[src/rtl/pc_fetch_sequencer.sv]
// PC / instruction-fetch sequencer: holds the PC at the reset vector while cleared,
// fetches from instruction memory with req/ack and hands words to decode via valid/ready.
module pc_fetch_sequencer #(
  parameter int unsigned           ADDR_WIDTH   = 32,
  parameter logic [ADDR_WIDTH-1:0] RESET_VECTOR = '0
) (
  input  logic                  clk,
  input  logic                  reset,
  input  logic                  clr_pc,
  input  logic                  enable_pd,
  output logic                  imem_req,
  output logic [ADDR_WIDTH-1:0] imem_addr,
  input  logic                  imem_ack,
  input  logic [ADDR_WIDTH-1:0] imem_rdata,
  output logic                  instr_valid,
  input  logic                  instr_ready,
  output logic [ADDR_WIDTH-1:0] instr,
  output logic [ADDR_WIDTH-1:0] instr_pc,
  input  logic                  branch_taken,
  input  logic [ADDR_WIDTH-1:0] branch_target,
  output logic [ADDR_WIDTH-1:0] pc,
  output logic                  misalign,
  output logic [1:0]            dbg_state_o
);

  typedef enum logic [1:0] {
    HALT    = 2'd0,
    REQ     = 2'd1,
    DELIVER = 2'd2
  } state_e;

  state_e                state_q;
  logic [ADDR_WIDTH-1:0] pc_q;
  logic                  imem_req_q;
  logic                  instr_valid_q;
  logic                  misalign_q;
  logic [ADDR_WIDTH-1:0] instr_q;
  logic [ADDR_WIDTH-1:0] instr_pc_q;
  logic [ADDR_WIDTH-1:0] pc_d;

  // Handshakes: a memory word is taken on any cycle with imem_req & imem_ack;
  // decode takes the word on any cycle with instr_valid & instr_ready, and
  // instr/instr_pc are held stable from valid rising until that accept.
  always_comb begin
    pc_d = pc_q + ADDR_WIDTH'(4);
    if (branch_taken) begin
      pc_d = {branch_target[ADDR_WIDTH-1:2], 2'b00};
    end
  end

  always_ff @(posedge clk) begin
    if (reset || clr_pc) begin
      state_q       <= HALT;
      pc_q          <= RESET_VECTOR;
      imem_req_q    <= 1'b0;
      instr_valid_q <= 1'b0;
      misalign_q    <= 1'b0;
      instr_q       <= '0;
      instr_pc_q    <= '0;
    end else begin
      misalign_q <= 1'b0;
      unique case (state_q)
        HALT: begin
          if (enable_pd) begin
            state_q    <= REQ;
            imem_req_q <= 1'b1;
          end
        end
        REQ: begin
          if (imem_ack) begin
            instr_q       <= imem_rdata;
            instr_pc_q    <= pc_q;
            instr_valid_q <= 1'b1;
            imem_req_q    <= 1'b0;
            state_q       <= DELIVER;
          end
        end
        DELIVER: begin
          if (instr_ready) begin
            instr_valid_q <= 1'b0;
            pc_q          <= pc_d;
            misalign_q    <= branch_taken & (branch_target[1:0] != 2'b00);
            // A fetch already issued is always delivered; enable only gates the next one.
            if (enable_pd) begin
              state_q    <= REQ;
              imem_req_q <= 1'b1;
            end else begin
              state_q <= HALT;
            end
          end
        end
        default: begin
          state_q       <= HALT;
          imem_req_q    <= 1'b0;
          instr_valid_q <= 1'b0;
        end
      endcase
    end
  end

  assign imem_req    = imem_req_q;
  assign imem_addr   = pc_q;
  assign instr_valid = instr_valid_q;
  assign instr       = instr_q;
  assign instr_pc    = instr_pc_q;
  assign pc          = pc_q;
  assign misalign    = misalign_q;
  assign dbg_state_o = state_q;

endmodule

[config.mk]
export PLATFORM = sky130hd
export DESIGN_NAME = pc_fetch_sequencer
export DESIGN_NICKNAME = d
export VERILOG_FILES = /design/src/rtl/pc_fetch_sequencer.sv
export SDC_FILE = /design/constraint.sdc
export NUM_CORES = 1
export LEC_CHECK = 0
export ABC_AREA = 1
export CELL_PAD_IN_SITES_DETAIL_PLACEMENT = 1
export CELL_PAD_IN_SITES_GLOBAL_PLACEMENT = 1
export CORE_MARGIN = 8
export CORE_UTILIZATION = 26
export CTS_BUF_LIST = sky130_fd_sc_hd__clkbuf_16
export DETAILED_ROUTE_END_ITERATION = 7
export PLACE_DENSITY = 0.74
export SLEW_MARGIN = 40
export SYNTH_ARGS = -nofsm -noshare
export SYNTH_HDL_FRONTEND = slang
export SYNTH_SLANG_ARGS = --single-unit
[constraint.sdc]
create_clock -name clk -period 1.47 [get_ports clk]
set_input_delay 0.294 -clock clk [delete_from_list [all_inputs] [get_ports clk]]
set_output_delay 0.294 -clock clk [all_outputs]
set_load 0.01 [all_outputs]
==> results of run 1 <==
==> cell families (layout without fill, tap and decap cells) <==
kind of cell	after synthesis	after routing	synth area share
flops	97	97	0.402
fa+ha+maj	1	1	0.00259
compound gates	116	116	0.128
other cells	1	6	0.000777
buf+inv	110	339	0.116
simple gates	390	390	0.350
==> metrics by stage <==
| stage | area (um^2) | util | worst slack [ps] |
|---|---|---|---|
| CTS | 7700 | 0.417 | -15.8 |
| finish | 7900 | 0.428 | -31.3 |
| global route | 7900 | 0.428 | -92.1 |
| floorplan | 4860 | - | -2.77 |
| global placement | 7440 | 0.403 | -161 |
| detailed placement | 7440 | 0.403 | -246 |
==> layout make-up <==
class	instances	area, um^2	share of cell area
repair buffers	289	2690	0.340
flip-flops and latches	97	1990	0.252
multi-input cells	513	2540	0.321
well taps	234	293	0.0370
inverters	34	133	0.0168
clock inverters	7	36.3	0.00459
clock buffers	9	225	0.0285
==> worst min-delay path by stage <==
stage / startpoint / to / slack (ps) / depth (start not counted)
2_1_floorplan: branch_target[3] / imem_addr[3]$_SDFFE_PP0N_ / 450 / 2
3_3_place_gp: imem_req$_SDFFE_PP0P_ / imem_req$_SDFFE_PP0P_ / 440 / 2
3_5_place_dp: instr_pc[13]$_SDFFE_PP0P_ / instr_pc[13]$_SDFFE_PP0P_ / 450 / 2
4_1_cts: imem_ack / instr_pc[18]$_SDFFE_PP0P_ / 310 / 3
5_1_grt: imem_ack / instr_pc[18]$_SDFFE_PP0P_ / 310 / 3
6_report: imem_ack / instr_pc[18]$_SDFFE_PP0P_ / 310 / 3
==> report_power, final <==
| group | switching (uW) | internal [uW] | leakage, uW |
|---|---|---|---|
| combinational | 267 | 274 | 0.00243 |
| clock | 1090 | 1130 | 0.000130 |
| sequential | 7.88 | 2630 | 0.000797 |
| total | 1360 | 4030 | 0.00335 |
==> critical path, stage by stage, from the launching register on <==
cell and delay (ps):
dfxtp_4 360, buf_6 130, buf_4 130, clkdlybuf4s15_1 230
==> registers in the layout (all words and copies together), names as in the netlist <==
register and count:
imem_addr 30, instr 32, misalign 1, instr_pc 30
imem_req 1, instr_valid 1, dbg_state_o 2
==> cells in the final DEF (no fill, tap or decap), types with 2 or more instances in the layout <==
cell / count
a211oi_1: 5
nor2_4: 9
nor3_1: 4
inv_2: 5
buf_4: 74
nand3b_1: 7
a21oi_1: 90
nand3_2: 5
inv_4: 2
nand3_1: 90
o221ai_1: 4
a21oi_2: 9
dfxtp_2: 18
nor2_2: 15
buf_6: 7
nand2_4: 5
nor2_1: 57
o21ai_0: 5
clkinv_1: 3
nand2_2: 16
nand2_1: 178
dlygate4sd2_1: 103
clkbuf_16: 9
buf_12: 11
inv_1: 28
conb_1: 6
dfxtp_1: 72
clkdlybuf4s15_1: 23
dfxtp_4: 7
clkdlybuf4s50_1: 69
==> per-layer routing <==
metal  global-route usage  part of all wire  vias to the layer above
met4               0.0552             0.025                        0
met3               0.0468             0.061                       27
met5                    0                 0                        -
met1                0.205              0.44                     2708
li1                     -                 -                     2755
met2                0.292              0.48                      151
==> repair_timing <==
item                                    CTS  global route
pin swaps                                 8            11
endpoints found under the setup margin  147            52
gates resized for setup                 170            78
setup buffers                             3             5
==> reports/results.ini, run 1 <==
[route]
wl_um=20400
antenna_left=0
drtIter0Drc=248
dr.pass1.iters=4
viasPerCell=4.77
routedWlPerCell_um=17.3
drc_errors=0
vias=5641

[critical_path]
worstSetupStartpoint=imem_addr[2]$_SDFFE_PP0N_
rr_worst_depth=11
critical_path_class=reg2out
worstPathArrival_ps=1210
worstPathMaxFanout=6
r2r_setup_slack_ps=-20
crit_path_end=imem_addr[2]
r2r-start=imem_addr[2]$_SDFFE_PP0N_
required_ps=1180
startpoint_type=register
r2r_end=imem_addr[23]$_SDFFE_PP0N_
crit_path_end_kind=primary output

[place]
dp_cells=1159
hpwl_um=15100
placement.io_buffers=197
gp_congestion=0.851

[finish]
stdcell_count=1183
area_growth_pct=63.8
final.fill_count=2272
drive_above_1_share=0.210
diodes=0
nets=1016

[yosys]
synth_most_common_cell=nand2_1
ys_ff_latch=97
synth_area_leaders=dfxtp_1 (40%), nand2_1 (15%), a21oi_1 (10%)
synthCells=715
synthesis.area_um2=4820
synth.avg_cell_area_um2=6.75
ys_top_cells_by_count=nand2_1 (196), a21oi_1 (97), dfxtp_1 (97), nand3_1 (95), nor2_1 (72)
ys_types=29
yosysWarnings=0
synth_edf_count=0
yosys.area.top_type=dfxtp_1
synth_top_area_frac=0.402
seq_area_frac_synth=0.402
synthFlopType=dfxtp_1
postSynth.asyncResetShare=0

[timing]
drv_slew=0
rsz0062_at_grt=true
finalCriticalPeriod_ps=1500
max_clock_freq_ghz=0.666
skew_ps=11.4
setup_viol=4
holdWs_ps=308
fin_crit_sh=1.02
finalHoldViolCount=0
setup_slack_ps=-31.3
setup_tns_ps=-73.3

[floorplanning]
rows=50
core_area_um2=18500
pin_count=204
die_y_um=152
fp.dieW_um=152
start_util=0.261
die_area_um2=23200

[clock_tree]
cts_tree=yes
clock_latency_ps=360
htreeDepth=3
cts_sinks=97
clk_pin_slew_ps=70
holdBufCountCts=0
ctsLongestPathBuffers=2
cts_buffers=9
root_buffer=clkbuf_16

[hold_path]
hold_path_class=in2reg

[run_status]
status=finished, violations left
failed_checks=negative setup slack

[power]
power_leakage_uw=0.00335
ir_drop_mv=0.534
p_per_area_nw_per_um2=682
power.total_uw=5390

[grt]
grt_max_degree=44
gr-usage-all-layers=0.171
antenna_found_initial=0
grt_first_pass_wirelength_um=32100
grt_pass1_vias=5881
grt.overflow.total=0

[flow_run]
maxCapViolCount=0

Note: power is estimated with default switching activity, not from simulation.
==> run 2: changes to the inputs <==
--- a/config.mk
+++ b/config.mk
@@ -6,6 +6,7 @@
 export NUM_CORES = 1
 export LEC_CHECK = 0
 export ABC_AREA = 1
+export CAP_MARGIN = 25
 export CELL_PAD_IN_SITES_DETAIL_PLACEMENT = 1
 export CELL_PAD_IN_SITES_GLOBAL_PLACEMENT = 1
 export CORE_MARGIN = 8
==> results of run 2 <==
The final DEF is identical to that of run 1; final timing and power are the same.
==> run 3: changes to the inputs <==
--- a/config.mk
+++ b/config.mk
@@ -14,6 +14,7 @@
 export CTS_BUF_LIST = sky130_fd_sc_hd__clkbuf_16
 export DETAILED_ROUTE_END_ITERATION = 7
 export PLACE_DENSITY = 0.74
+export REMOVE_ABC_BUFFERS = 1
 export SLEW_MARGIN = 40
 export SYNTH_ARGS = -nofsm -noshare
 export SYNTH_HDL_FRONTEND = slang
==> reports/results.ini, run 3 (synthesis results as in run 1) <==
[route]
viasPerCell=4.68  ; -1.8%
drc_errors=0  ; unchanged
routedWlPerCell_um=16.6  ; -4.2%
vias=5512  ; -2.3%
dr.pass1.iters=4  ; unchanged
wl_um=19500  ; -4.7%
antenna_left=0  ; unchanged
drtIter0Drc=227  ; -8.5%

[critical_path]
path_cells=buf_6 > inv_4 > nor2_4 > nand2_4 > nor2_4 > buf_6 > nand3_2 > nand3_1 > nand2_1 > a21oi_1
worstPathMaxFanout=7  ; +1
slowest_stage=dfxtp_4
r2r_setup_slack_ps=-50  ; -30 ps
crit_path_end_kind=register
slowest_delay_ps=370  ; about the same
critical_path_class=reg2reg
required_ps=1750  ; +570 ps
startpoint_type=register
worstPathArrival_ps=1800  ; +590 ps

[finish]
multi_input_comb_area_um2=2500  ; -1.6%
largest_reg_flops=32  ; unchanged
final.fill_count=2329  ; +2.5%
seq_area_um2=1990  ; unchanged
nets=1011  ; -0.49%
layout_commonest_cell=nand2_1
area_growth_pct=61.9
final_cell_mix=nand2_1 (187), dlygate4sd2_1 (108), a21oi_1 (96), nand3_1 (90), buf_4 (73)
final_util=0.423  ; -0.00509
stdcell_count=1177  ; -0.51%
drive_above_1_share=0.195  ; -0.0144

[power]
p_per_area_nw_per_um2=730  ; +7.0%
power_leakage_uw=0.00335  ; about the same
ir_drop_mv=0.461  ; -14%

[timing]
setup_viol=4  ; unchanged
skew_ps=8.26  ; -3.10 ps
drv_slew=0  ; unchanged
rsz0062_at_grt=true
finalHoldViolCount=0  ; unchanged
finalCriticalPeriod_ps=1520  ; +22.4 ps
setup_slack_ps=-53.7  ; -22.4 ps
fin_crit_sh=1.04  ; +0.0153
max_clock_freq_ghz=0.656  ; -1.5%

[place]
hpwl_um=14300  ; -5.6%
gp_congestion=0.800  ; -6.0%
dp_cells=1150  ; -0.78%
placement.io_buffers=197  ; unchanged

[floorplanning]
fp.dieW_um=152  ; unchanged
die_y_um=152  ; unchanged
pin_count=204  ; unchanged
core_area_um2=18500  ; unchanged
rows=50  ; unchanged
start_util=0.261  ; unchanged
die_area_um2=23200  ; unchanged

[clock_tree]
clk_pin_slew_ps=70  ; about the same
clock_latency_ps=350  ; about the same
ctsLongestPathBuffers=2  ; unchanged
cts_sinks=97  ; unchanged
cts_buffers=9  ; unchanged
root_buffer=clkbuf_16
htreeDepth=3  ; unchanged
holdBufCountCts=0  ; unchanged
cts_tree=yes

[run_status]
failed_checks=negative setup slack
status=finished, violations left

[grt]
gr-usage-all-layers=0.165  ; -0.00584
antenna_found_initial=0  ; unchanged
grt_first_pass_wirelength_um=31300  ; -2.5%
grt.overflow.total=0  ; unchanged
grt_max_degree=65  ; +48%
grt_pass1_vias=5884  ; +0.051%

[hold_path]
hold_path_class=in2reg

[flow_run]
maxCapViolCount=0  ; unchanged

-- run 3: cell count changes in the layout (fill, tap and decap cells not counted), sizes merged --
cell	previous run	this run
clkdlybuf4s15	23	14
buf	93	88
dlygate4sd2	103	108
clkbuf	10	14
clkinv	4	0
bufinv	0	2
diode	0	1
-- run 3: what timing repair did --
action,in CTS,in global routing
gates resized for setup,174,63
endpoints found under the setup margin,146,42
setup buffers,6,6
pin swaps,9,22
-- run 3: critical path, delay by kind of cell, from the launching register on --
kind | cells | cell delay (ps)
buffers and inverters | 3 | 290
AOI/OAI and AO/OA | 1 | 130
DFF | 1 | 370
and+or+nand+nor | 6 | 650
-- run 3: where the power goes --
group          switching (uW)  internal (uW)
Sequential               8.62           2630
Combinational             259            275
Clock                    1070           1460
Total                    1340           4360
-- run 3: path summary, 6_finish.rpt --
check | depth (start not counted) | from | end
setup / recovery | 10 | imem_addr[2]$_SDFFE_PP0N_ | imem_addr[19]$_SDFFE_PP0N_
hold / removal | 3 | imem_ack | instr_pc[24]$_SDFFE_PP0P_
setup reg to reg | 10 | imem_addr[2]$_SDFFE_PP0N_ | imem_addr[19]$_SDFFE_PP0N_
hold reg to reg | 2 | instr_pc[3]$_SDFFE_PP0P_ | instr_pc[3]$_SDFFE_PP0P_
-- run 3: metrics by stage --
| stage | hold WS (ps) | setup slack, ps | total power [uW] | instance area, um^2 | TNS (ps) |
|---|---|---|---|---|---|
| detailed placement | 452 | -259 | 3250 | 7350 | -5580 |
| floorplan | 450 | -1270 | 2860 | 4410 | -86420 |
| global route | 317 | -124 | 5920 | 7810 | -999 |
| CTS | 318 | -55.6 | 5790 | 7650 | -153 |
| finish | 319 | -53.7 | 5700 | 7810 | -141 |
| global placement | 445 | -196 | 3250 | 7350 | -3810 |
-- run 3: metal layers --
layer | vias up | GRT usage | routed length, um
met4 | 0 | 0.0505 | 297
met1 | 2615 | 0.204 | 8830
met3 | 19 | 0.0383 | 946
li1 | 2735 | - | -
met5 | - | 0 | 0
met2 | 143 | 0.281 | 9420
-- run 3: layout make-up --
class                   count  area share
diodes                      1    0.000320
clock buffers               9      0.0288
clock inverters             5     0.00961
inverters                  34      0.0173
multi-input cells         513       0.320
flip-flops and latches     97       0.255
well taps                 234      0.0375
repair buffers            284       0.332
